## config.mk

```make
export PLATFORM = sky130hd
export DESIGN_NAME = sync_up_counter_gl_flat
export DESIGN_NICKNAME = d
export VERILOG_FILES = /design/src/rtl/sync_up_counter_gl_if.sv /design/src/rtl/sync_up_counter_gl.sv /design/src/flat_wrapper.sv
export SDC_FILE = /design/constraint.sdc
export NUM_CORES = 1
export LEC_CHECK = 0
export BUFFER_PORTS_ARGS = -buffer_cell sky130_fd_sc_hd__buf_4
export CAP_MARGIN = 20
export CORE_AREA = 2 2 39 41
export CTS_CLUSTER_SIZE = 12
export DETAILED_ROUTE_END_ITERATION = 6
export DIE_AREA = 0 0 41 43
export PLACE_DENSITY = 0.38
export SLEW_MARGIN = 15
export SYNTH_ARGS = -nofsm -noshare
export SYNTH_HDL_FRONTEND = slang
export SYNTH_SLANG_ARGS = --single-unit
```

## constraint.sdc

```tcl
create_clock -name clk -period 1.69 [get_ports clk]
set_input_delay 0 -clock clk [delete_from_list [all_inputs] [get_ports clk]]
set_output_delay 0 -clock clk [all_outputs]
set_load 0.05 [all_outputs]
```

## src/rtl/sync_up_counter_gl_if.sv

```systemverilog
// sync_up_counter_gl_if: control/status bundle for sync_up_counter_gl.
//   en        count enable
//   load      parallel load strobe
//   load_val  value loaded when load=1
//   out       current count (registered)
//   tc        terminal count, out >= MAX_COUNT
//   co        carry out, tc & en & ~load
// master: the block driving the counter; slave: the counter itself.
interface sync_up_counter_gl_if #(
    parameter int unsigned WIDTH = 4
);
    logic             en;
    logic             load;
    logic [WIDTH-1:0] load_val;
    logic [WIDTH-1:0] out;
    logic             tc;
    logic             co;

    modport master (
        output en, load, load_val,
        input  out, tc, co
    );

    modport slave (
        input  en, load, load_val,
        output out, tc, co
    );
endinterface

```

## src/rtl/sync_up_counter_gl.sv

```systemverilog
// sync_up_counter_gl: gate-level synchronous up counter, 0 -> MAX_COUNT then wrap.
// Cascadable through co (e.g. BCD digits with MAX_COUNT=9).
// Ports:
//   clk   clock, rising edge
//   rst   synchronous reset, active-high
//   bus   sync_up_counter_gl_if.slave (en, load, load_val in; out, tc, co out)
// Priority per edge: rst > load > en > hold.
// Optional feature: define UP_COUNTER_SATURATE_EN to clamp at MAX_COUNT instead of
// wrapping to 0 (co still asserts on tc & en & ~load).
module sync_up_counter_gl #(
    parameter int unsigned WIDTH     = 4,
    parameter int unsigned MAX_COUNT = (1 << WIDTH) - 1
) (
    input logic                 clk,
    input logic                 rst,
    sync_up_counter_gl_if.slave bus
);

    localparam logic [WIDTH-1:0] MaxVal = WIDTH'(MAX_COUNT);

    logic [WIDTH-1:0] out_q;
    logic [WIDTH-1:0] out_d;
    logic [WIDTH-1:0] carry;
    logic [WIDTH-1:0] inc;
    logic [WIDTH-1:0] cnt_nxt;
    logic             en;
    logic             load;
    logic             tc;
    logic             co;
    logic             wrap;
    logic             n_wrap;
    logic             n_load;

    assign en   = bus.en;
    assign load = bus.load;

    // Out-of-range values (loaded above MAX_COUNT) also count as terminal.
    assign tc = (out_q >= MaxVal);

    and g_wrap  (wrap, en, tc);
    not g_nwrap (n_wrap, wrap);
    not g_nload (n_load, load);
    and g_co    (co, tc, en, n_load);

    // Ripple toggle chain: bit i toggles when en and all lower bits are 1.
    assign carry[0] = en;

    for (genvar i = 0; i < WIDTH; i++) begin : g_bit
        xor g_inc (inc[i], out_q[i], carry[i]);

        if (i < WIDTH - 1) begin : g_carry
            and g_c (carry[i+1], carry[i], out_q[i]);
        end

`ifdef UP_COUNTER_SATURATE_EN
        logic keep;
        logic clamp;
        // At terminal count force MAX_COUNT instead of the incremented value.
        and g_keep  (keep, inc[i], n_wrap);
        and g_clamp (clamp, wrap, MaxVal[i]);
        or  g_sel   (cnt_nxt[i], keep, clamp);
`else
        // Synchronous clear gated by tc; no reliance on natural overflow.
        and g_clr (cnt_nxt[i], inc[i], n_wrap);
`endif
    end

    always_comb begin
        out_d = cnt_nxt;
        if (load) begin
            out_d = bus.load_val;
        end
    end

    always_ff @(posedge clk) begin
        if (rst) begin
            out_q <= '0;
        end else begin
            out_q <= out_d;
        end
    end

    assign bus.out = out_q;
    assign bus.tc  = tc;
    assign bus.co  = co;

endmodule

```

## src/flat_wrapper.sv

```systemverilog
// flat-port wrapper written by rule: the top's interface ports become plain ports
module sync_up_counter_gl_flat 
#(
    parameter int unsigned WIDTH     = 4,
    parameter int unsigned MAX_COUNT = (1 << WIDTH) - 1
)
  (clk, rst, bus_en, bus_load, bus_load_val, bus_out, bus_tc, bus_co);
  sync_up_counter_gl_if #(.WIDTH(WIDTH)) bus_i ();
  input logic clk;
  input logic rst;
  input wire logic [$bits(bus_i.en)-1:0] bus_en;
  input wire logic [$bits(bus_i.load)-1:0] bus_load;
  input wire logic [$bits(bus_i.load_val)-1:0] bus_load_val;
  output wire logic [$bits(bus_i.out)-1:0] bus_out;
  output wire logic [$bits(bus_i.tc)-1:0] bus_tc;
  output wire logic [$bits(bus_i.co)-1:0] bus_co;
  assign bus_i.en = bus_en;
  assign bus_i.load = bus_load;
  assign bus_i.load_val = bus_load_val;
  assign bus_out = bus_i.out;
  assign bus_tc = bus_i.tc;
  assign bus_co = bus_i.co;
  sync_up_counter_gl #(.WIDTH(WIDTH), .MAX_COUNT(MAX_COUNT)) u_core (.clk(clk), .rst(rst), .bus(bus_i));
endmodule
```

# == After elaboration in Yosys (flattened, before gate mapping) ==
# Cells that the tools add are included.
# word_totals
regBits,4
latchBits,0
mem_bits_rw,0
mem_bits_ro,0
in_bits,8
out_inout_bits,6
memories,0
# classes
add_sub_neg,0
multipliers,0
div,0
n_lt_le_gt_ge,1
eq_ne,0
n_shift,0
muxes,1
n_bitwise,14
reduce_logical,1
# op_table
operator,n
AND 1 bit,8
>= comparator 4 bit (second input constant),1
two-way mux 4 bit,1
XOR 1 bit,4
AND reduction 3 bit,1
NOT 1 bit,2

# == Longest topological paths before layout ==
# Gate-level depths: netlist of the first run.
# depth
depth_word,6
depth_mapped,6
ltp_nobuf,6

# == Least setup slack after synthesis of the first run ==
# OpenSTA, ideal clock, no wires.
# synth_timing
path_kind,reg-to-output
start,register u_core.out_q[3] (netlist: u_core.bus.out[3])
end,output bus_co
arrival_time_ns,2.230
slack_ns,-0.540
path_stages_with_launch,4
path_buffers,0
cell_sequence,dfxtp_1 and4_1 and2_2 nor2b_1
# synth_via
elab_chain_len,2
# synth_lines
item,line,rtl
"start, declared",sync_up_counter_gl.sv:21,logic [WIDTH-1:0] out_q;
"start signal, assigned",sync_up_counter_gl.sv:79,out_q <= out_d;
>= comparator 4 bit,sync_up_counter_gl.sv:38,assign tc = (out_q >= MaxVal);
named net bus_tc,flat_wrapper.sv:15,output wire logic [$bits(bus_i.tc)-1:0] bus_tc;
AND reduction 3 bit,sync_up_counter_gl.sv:43,"and g_co (co, tc, en, n_load);"
"end, declared",flat_wrapper.sv:16,output wire logic [$bits(bus_i.co)-1:0] bus_co;
# The timed path passes the listed nets, and every way through them passes these cells.

# == Final worst setup path of the first run ==
# layout_timing
start,register u_core.out_q[0] (netlist: u_core.bus.out[0])
end,register u_core.out_q[2] (netlist: u_core.bus.out[2])
# layout_via
elab_chain_len,5
elab_cells_between_ends,8
cone_classes,order compare: 1; mux: 1; bitwise: 6
# layout_lines
item,line,rtl
>= comparator 4 bit or AND 1 bit (tied branches),"sync_up_counter_gl.sv:38, sync_up_counter_gl.sv:52",
AND 1 bit (on tied branches),"sync_up_counter_gl.sv:40, sync_up_counter_gl.sv:52",
NOT 1 bit or XOR 1 bit (tied branches),"sync_up_counter_gl.sv:41, sync_up_counter_gl.sv:49",
AND 1 bit *,sync_up_counter_gl.sv:64,"and g_clr (cnt_nxt[i], inc[i], n_wrap);"
two-way mux 4 bit *,sync_up_counter_gl.sv:70,if (load) begin
# Mark *: on every way between the ends. The rest lies on a longest branch, timed or not.
# A chain may end at the register's enable or synchronous reset.

==> out/qor.csv, run 1 <==
stage,metric,value,unit
status,status,"complete, no violations",
synth,synthSimpleGateAreaFrac,0.305,
timing,fin_crit_sh,0.879,
placed_design,port_buffers,13,
synth,synth_top_family_by_area,simple AND/OR/NAND/NOR gates,
route,wl_per_cell,9.59,µm
floorplanning,die_x,41,µm
timing,fmax,673,MHz
clock_network,cts_buffer_depth,2,
critical_path,cp.required,1.85,ns
clock_network,htreeDepth,1,
synth,synth_cell_types,10,
clock_network,holdBufCountCts,0,
finish,fin_nets,53,
floorplanning,num_io_pins,14,
synth,synthMuxAreaShare,0,
placed_design,globalplace.congestion,0.681,
floorplanning,fp.dieH,43,µm
timing,min_period,1.49,ns
placed_design,dpl.hpwl,452,µm
clock_network,post_cts_buffers,0,
route,vias_per_cell,4.11,
route,drtAntennaViolNets,0,
placed_design,placedCellCount,53,
synth,postSynthNetCount,35,
power,cellPowerDensity,792,nW/µm²
timing,rsz0062_at_grt,no,
critical_path,cp-end-kind,flop,
synth,synth_xor_area_frac,0.0402,
timing,finalClockSkew,0.00149,ns
critical_path,cp.arrival,1.64,ns
clock_network,clock-sinks,4,
grt,gr-total-overflow,0,
timing,tns,0,ns
synth,yosys.area.top_type,dfxtp_1,
grt,grt_pass1_vias,215,
timing,tightest_slew,0.137,ns
power,max-vdd-ir-drop,0.000153,V
critical_path,ff2ff_path_depth,5,
floorplanning,core_area,1380,µm²
timing,hold_viol,0,
timing,slew_violations,0,
route,first_pass_iters,5,
synth,synthCells,24,
finish,largest_register_ffs,4,
clock_network,clk_pin_slew_worst_paths,0.03,ns
timing,setup_viol,0,
floorplanning,dieArea,1760,µm²
synth,synth-main-ff-cell,dfxtp_1,
grt,grt_max_degree,9,
synth,yosysMostFrequentCell,nand2_1,
route,remaining_drc_errors,0,
route,drt_iter0_markers,12,
finish,nFillCells,152,
floorplanning,row_count,14,
flow_run,maxCapViolations,0,
synth,ys_ff_latch,4,
synth,synthAdderAreaFrac,0.172,
synth,synth_edf_count,0,
finish,syn2layout_area_growth,69.5,%
grt,grt_pass1_wl,903,µm
timing,slew_headroom,0.908,
synth,yosys_warnings,0,
synth,syn_avg_cell_area,9.07,µm²
critical_path,critPathKind,flop to flop,
synth,ys_seq_area_frac,0.368,
synth,synth-compound-area-share,0.115,
synth,syn_area,218,µm²
grt,antenna_found_initial,0,
finish,layout-drive-gt1-share,0.500,
critical_path,cp-start-kind,flop,
clock_network,root_buffer,clkbuf_4,
clock_network,cts_buffers,3,
critical_path,critPathMaxFanout,3,
synth,async_flop_share,0,
synth,synth_area_leaders,"dfxtp_1 (37%), ha_1 (17%), o22ai_1 (11%)",
clock_network,cts_resized,0,
grt,track_usage,0.0863,
route,dr_total_vias,230,
finish,diodes,0,
hold_path,whs_path_depth,2,
floorplanning,start_util,0.157,
hold_path,hp-class,primary input to flop,
power,p_leak,0.184,nW
clock_network,tritoncts,built,
finish,fin_cells,56,
synth,yosysTopAreaCellShare,0.368,
route,drt_wl_total,537,µm
synth,synth.top_cells.by_count,"nand2_1 (6), dfxtp_1 (4), o22ai_1 (4)",
clock_network,insertion_delay,0.23,ns
[power by group]
part           internal [mW]  switching, mW
registers              0.102        0.00577
logic                 0.0284         0.0412
clock network         0.0791         0.0352
[routing by layer]
metal | track usage | share of wire | vias to the layer above
met3 | 0.0314 | 0.15 | 2
met2 | 0.0906 | 0.41 | 20
met4 | 0.120 | 0.019 | 0
met1 | 0.106 | 0.42 | 88
met5 | 0 | 0 | -
li1 | - | - | 120
[stage by stage]
step	instance area, µm²	util	setup WS, ns	total power [mW]	hold slack [ns]
after floorplan	229	-	0.0101	0.147	0.0579
after global placement	347	0.250	0.207	0.180	0.259
after detailed placement	347	0.250	0.200	0.180	0.258
after CTS	369	0.267	0.193	0.298	0.0107
after global routing	369	0.267	0.104	0.321	0.0193
final	369	0.267	0.205	0.292	0.0225
[final cells by class]
class                           count  area (µm²)  share of cell area
Clock buffer                        3        22.5              0.0610
Multi-Input combinational cell     20         148               0.400
Sequential cell                     4        81.3               0.220
Tap cell                           16        20.0              0.0542
Timing Repair Buffer               13        97.6               0.264
[path summary, 6_finish.rpt]
path / startpoint / to / slack (ns)
worst min register to register: u_core.bus.out[3] / u_core.bus.out[3] / 0.58
worst max-delay path: u_core.bus.out[0] / u_core.bus.out[2] / 0.20
worst min-delay path: rst / u_core.bus.out[1] / 0.02
worst max register to register: u_core.bus.out[0] / u_core.bus.out[2] / 0.20
[critical path: stages (launching register included)]
cell and delay [ns]:
dfxtp_1 0.31, ha_1 0.20, ha_1 0.18, ha_1 0.27, or3b_1 0.34, o22ai_1 0.12
[layout by cell type, fill, tap and decap left out]
| cell type | count |
|---|---|
| ha_1 | 3 |
| nor2b_4 | 1 |
| clkbuf_4 | 3 |
| dfxtp_2 | 1 |
| dfxtp_1 | 3 |
| or3b_1 | 2 |
| nand2_1 | 6 |
| o22ai_1 | 4 |
| nor2_1 | 1 |
| buf_4 | 13 |
| and4_4 | 1 |
| xor2_1 | 1 |
| and2_2 | 1 |
[kinds of logic after synthesis]
logic type,count (synthesis)
adders and majority gates,3
xor gates and xnor gates,1
AOI/OAI and AO/OA,4
and+or+nand+nor,12
DFF,4
(Power assumes the default switching activity.)
==> inputs of run 2 (changes only) <==
--- a/config.mk
+++ b/config.mk
@@ -5,13 +5,14 @@
 export SDC_FILE = /design/constraint.sdc
 export NUM_CORES = 1
 export LEC_CHECK = 0
+export ABC_AREA = 1
 export BUFFER_PORTS_ARGS = -buffer_cell sky130_fd_sc_hd__buf_4
 export CAP_MARGIN = 20
 export CORE_AREA = 2 2 39 41
 export CTS_CLUSTER_SIZE = 12
 export DETAILED_ROUTE_END_ITERATION = 6
 export DIE_AREA = 0 0 41 43
-export PLACE_DENSITY = 0.38
+export PLACE_DENSITY = 0.4
 export SLEW_MARGIN = 15
 export SYNTH_ARGS = -nofsm -noshare
 export SYNTH_HDL_FRONTEND = slang
==> constraint.sdc (replaced) <==
create_clock -name clk -period 1.2 [get_ports clk]
set_input_delay 0 -clock clk [delete_from_list [all_inputs] [get_ports clk]]
set_output_delay 0 -clock clk [all_outputs]
set_load 0.05 [all_outputs]
==> out/qor.csv, run 2 <==
stage,metric,value,unit
status,status,"complete, no violations",
power,p_leak,0.202,nW
timing,rsz0062_at_grt,yes,
critical_path,slowest_delay,0.34,ns
placed_design,dpl.hpwl,456,µm
route,first_pass_iters,1,
timing,fin_crit_sh,0.999,
route,wl_per_cell,8.94,µm
floorplanning,start_util,0.165,
timing,finalClockSkew,0.00364,ns
grt,grt_max_degree,7,
synth,synth_cell_types,10,
finish,fin_nets,65,
critical_path,cp.required,1.36,ns
timing,tns,0,ns
synth,yosysMostFrequentCell,nor2_1,
route,drt_wl_total,608,µm
critical_path,critPathSlowestCell,dfxtp_4,
synth,synth_area_leaders,"dfxtp_1 (35%), nor2_1 (18%), ha_1 (16%)",
clock_network,cts_buffer_depth,2,
clock_network,clock-sinks,4,
critical_path,cp-end-kind,flop,
critical_path,critPathKind,flop to flop,
hold_path,hp-start,bus_load_val[3],
synth,synth_edf_count,0,
clock_network,insertion_delay,0.23,ns
placed_design,dp_slack,-0.134,ns
hold_path,whs_path_depth,3,
floorplanning,fp.dieH,43,µm
grt,gr-total-overflow,0,
synth,syn_avg_cell_area,7.16,µm²
hold_path,hp-class,primary input to flop,
floorplanning,row_count,14,
floorplanning,num_io_pins,14,
synth,synth-main-ff-cell,dfxtp_1,
critical_path,cpLargestDelayFamily,adder cells,
synth,ys_ff_latch,4,
timing,setup_viol,0,
finish,finish.utilization,0.343,
route,vias_per_cell,3.84,
finish,final_common_cell,buf_4,
timing,tightest_slew,0.154,ns
clock_network,cts_buffers,3,
floorplanning,die_x,41,µm
hold_path,holdPathEnd,u_core.bus.out[3],
placed_design,globalplace.congestion,0.734,
route,remaining_drc_errors,0,
critical_path,cp-start-kind,flop,
power,max-vdd-ir-drop,0.000343,V
grt,grt_pass1_wl,1.01,mm
synth,yosysTopAreaCellShare,0.350,
critical_path,path_buf_inv,0,
timing,hold_viol,0,
grt,antenna_found_initial,0,
synth,postSynthNetCount,43,
timing,final.setup.worst_slack,0.00168,ns
synth,syn_area,229,µm²
flow_run,maxCapViolations,0,
finish,largest_register_ffs,4,
finish,layout_common_cells,"buf_4 (15), nor2_1 (11), nand2_2 (4), dfxtp_4 (4)",
route,drt_iter0_markers,0,
synth,yosys_warnings,0,
placed_design,dpl-instance-area,379,µm²
clock_network,clk_pin_slew_worst_paths,0.04,ns
grt,track_usage,0.0985,
placed_design,port_buffers,13,
clock_network,tritoncts,built,
timing,fmax,835,MHz
synth,async_flop_share,0,
critical_path,crit_chain,ha_4 > ha_4 > ha_4 > nand2_2 > nand2_1 > nor2_1 > nand2_1 > a21oi_2,
critical_path,cpMostUsedCell,ha_4,
critical_path,r2r-end,u_core.bus.out[3],
clock_network,root_buffer,clkbuf_4,
synth,synthCells,32,
route,drtAntennaViolNets,0,
floorplanning,core_area,1380,µm²
clock_network,htreeDepth,1,
timing,slew_headroom,0.896,
synth,ys_seq_area_frac,0.350,
finish,fin_area,474,µm²
critical_path,ff2ff_path_depth,8,
critical_path,worst_r2r_startpoint,u_core.bus.out[0],
finish,diodes,0,
critical_path,critPathMaxFanout,2,
critical_path,rrSetupSlack,0.002,ns
synth,synth.top_cells.by_count,"nor2_1 (11), nand2_1 (6), dfxtp_1 (4)",
finish,syn2layout_area_growth,107,%
critical_path,cp.arrival,1.36,ns
grt,grt_pass1_vias,240,
timing,slew_violations,0,
floorplanning,dieArea,1760,µm²
synth,yosys.area.top_type,dfxtp_1,
power,cellPowerDensity,932,nW/µm²
route,dr_total_vias,261,
timing,min_period,1.20,ns
finish,layout-drive-gt1-share,0.654,
[run 2: cell type report]
type                            instances  area, µm²
Clock buffer                            3       22.5
Fill cell                             147        910
Inverter                                1       3.75
Multi-Input combinational cell         27        199
Sequential cell                         4       95.1
Tap cell                               16       20.0
Timing Repair Buffer                   17        134
[run 2: power breakdown]
group	internal (mW)	total, mW	switching (mW)
Clock	0.112	0.162	0.0508
Combinational	0.0545	0.124	0.0690
Sequential	0.143	0.156	0.0132
[run 2: repair_timing]
item,4_1_cts,5_1_grt
hold buffers,1,0
buffers inserted,2,0
endpoints found under the setup margin,3,3
pin swaps,10,6
hold endpoints to repair,1,0
gates resized for setup,8,1
[run 2: metal layers]
| metal | part of all wire | track usage | vias up |
|---|---|---|---|
| li1 | - | - | 145 |
| met1 | 0.39 | 0.116 | 107 |
| met2 | 0.52 | 0.119 | 9 |
| met3 | 0.082 | 0.0314 | 0 |
| met4 | 0 | 0.120 | 0 |
| met5 | 0 | 0 | - |
[run 2: metrics by stage]
stage	instances	hold slack [ns]	total power, mW
2_1_floorplan	32	0.0591	0.216
3_3_place_gp	62	0.182	0.266
3_5_place_dp	62	0.184	0.264
4_1_cts	68	0.00618	0.451
5_1_grt	68	0.0491	0.479
6_report	68	0.0302	0.442
[run 2: cells by family (layout without fill, tap and decap cells)]
kind of cell | after synthesis | in the layout | share of synthesized area
compound gates | 4 | 4 | 0.0874
simple gates | 20 | 20 | 0.383
flops | 4 | 4 | 0.350
buf+inv | 1 | 21 | 0.0164
fa+ha+maj | 3 | 3 | 0.164
[run 2: worst max path at each step]
stage | from | cells after the start | to
final | u_core.bus.out[0] | 8 | u_core.bus.out[3]
after global placement | u_core.bus.out[0] | 8 | u_core.bus.out[3]
after floorplan | u_core.bus.out[1] | 5 | u_core.bus.out[0]
after detailed placement | u_core.bus.out[0] | 8 | u_core.bus.out[3]
after global routing | u_core.bus.out[0] | 8 | u_core.bus.out[3]
after CTS | u_core.bus.out[0] | 8 | u_core.bus.out[3]
[run 2: worst min-delay path: stages]
cell and delay, ns:
buf_4 0.11, nand2_1 0.07, a21oi_2 0.05
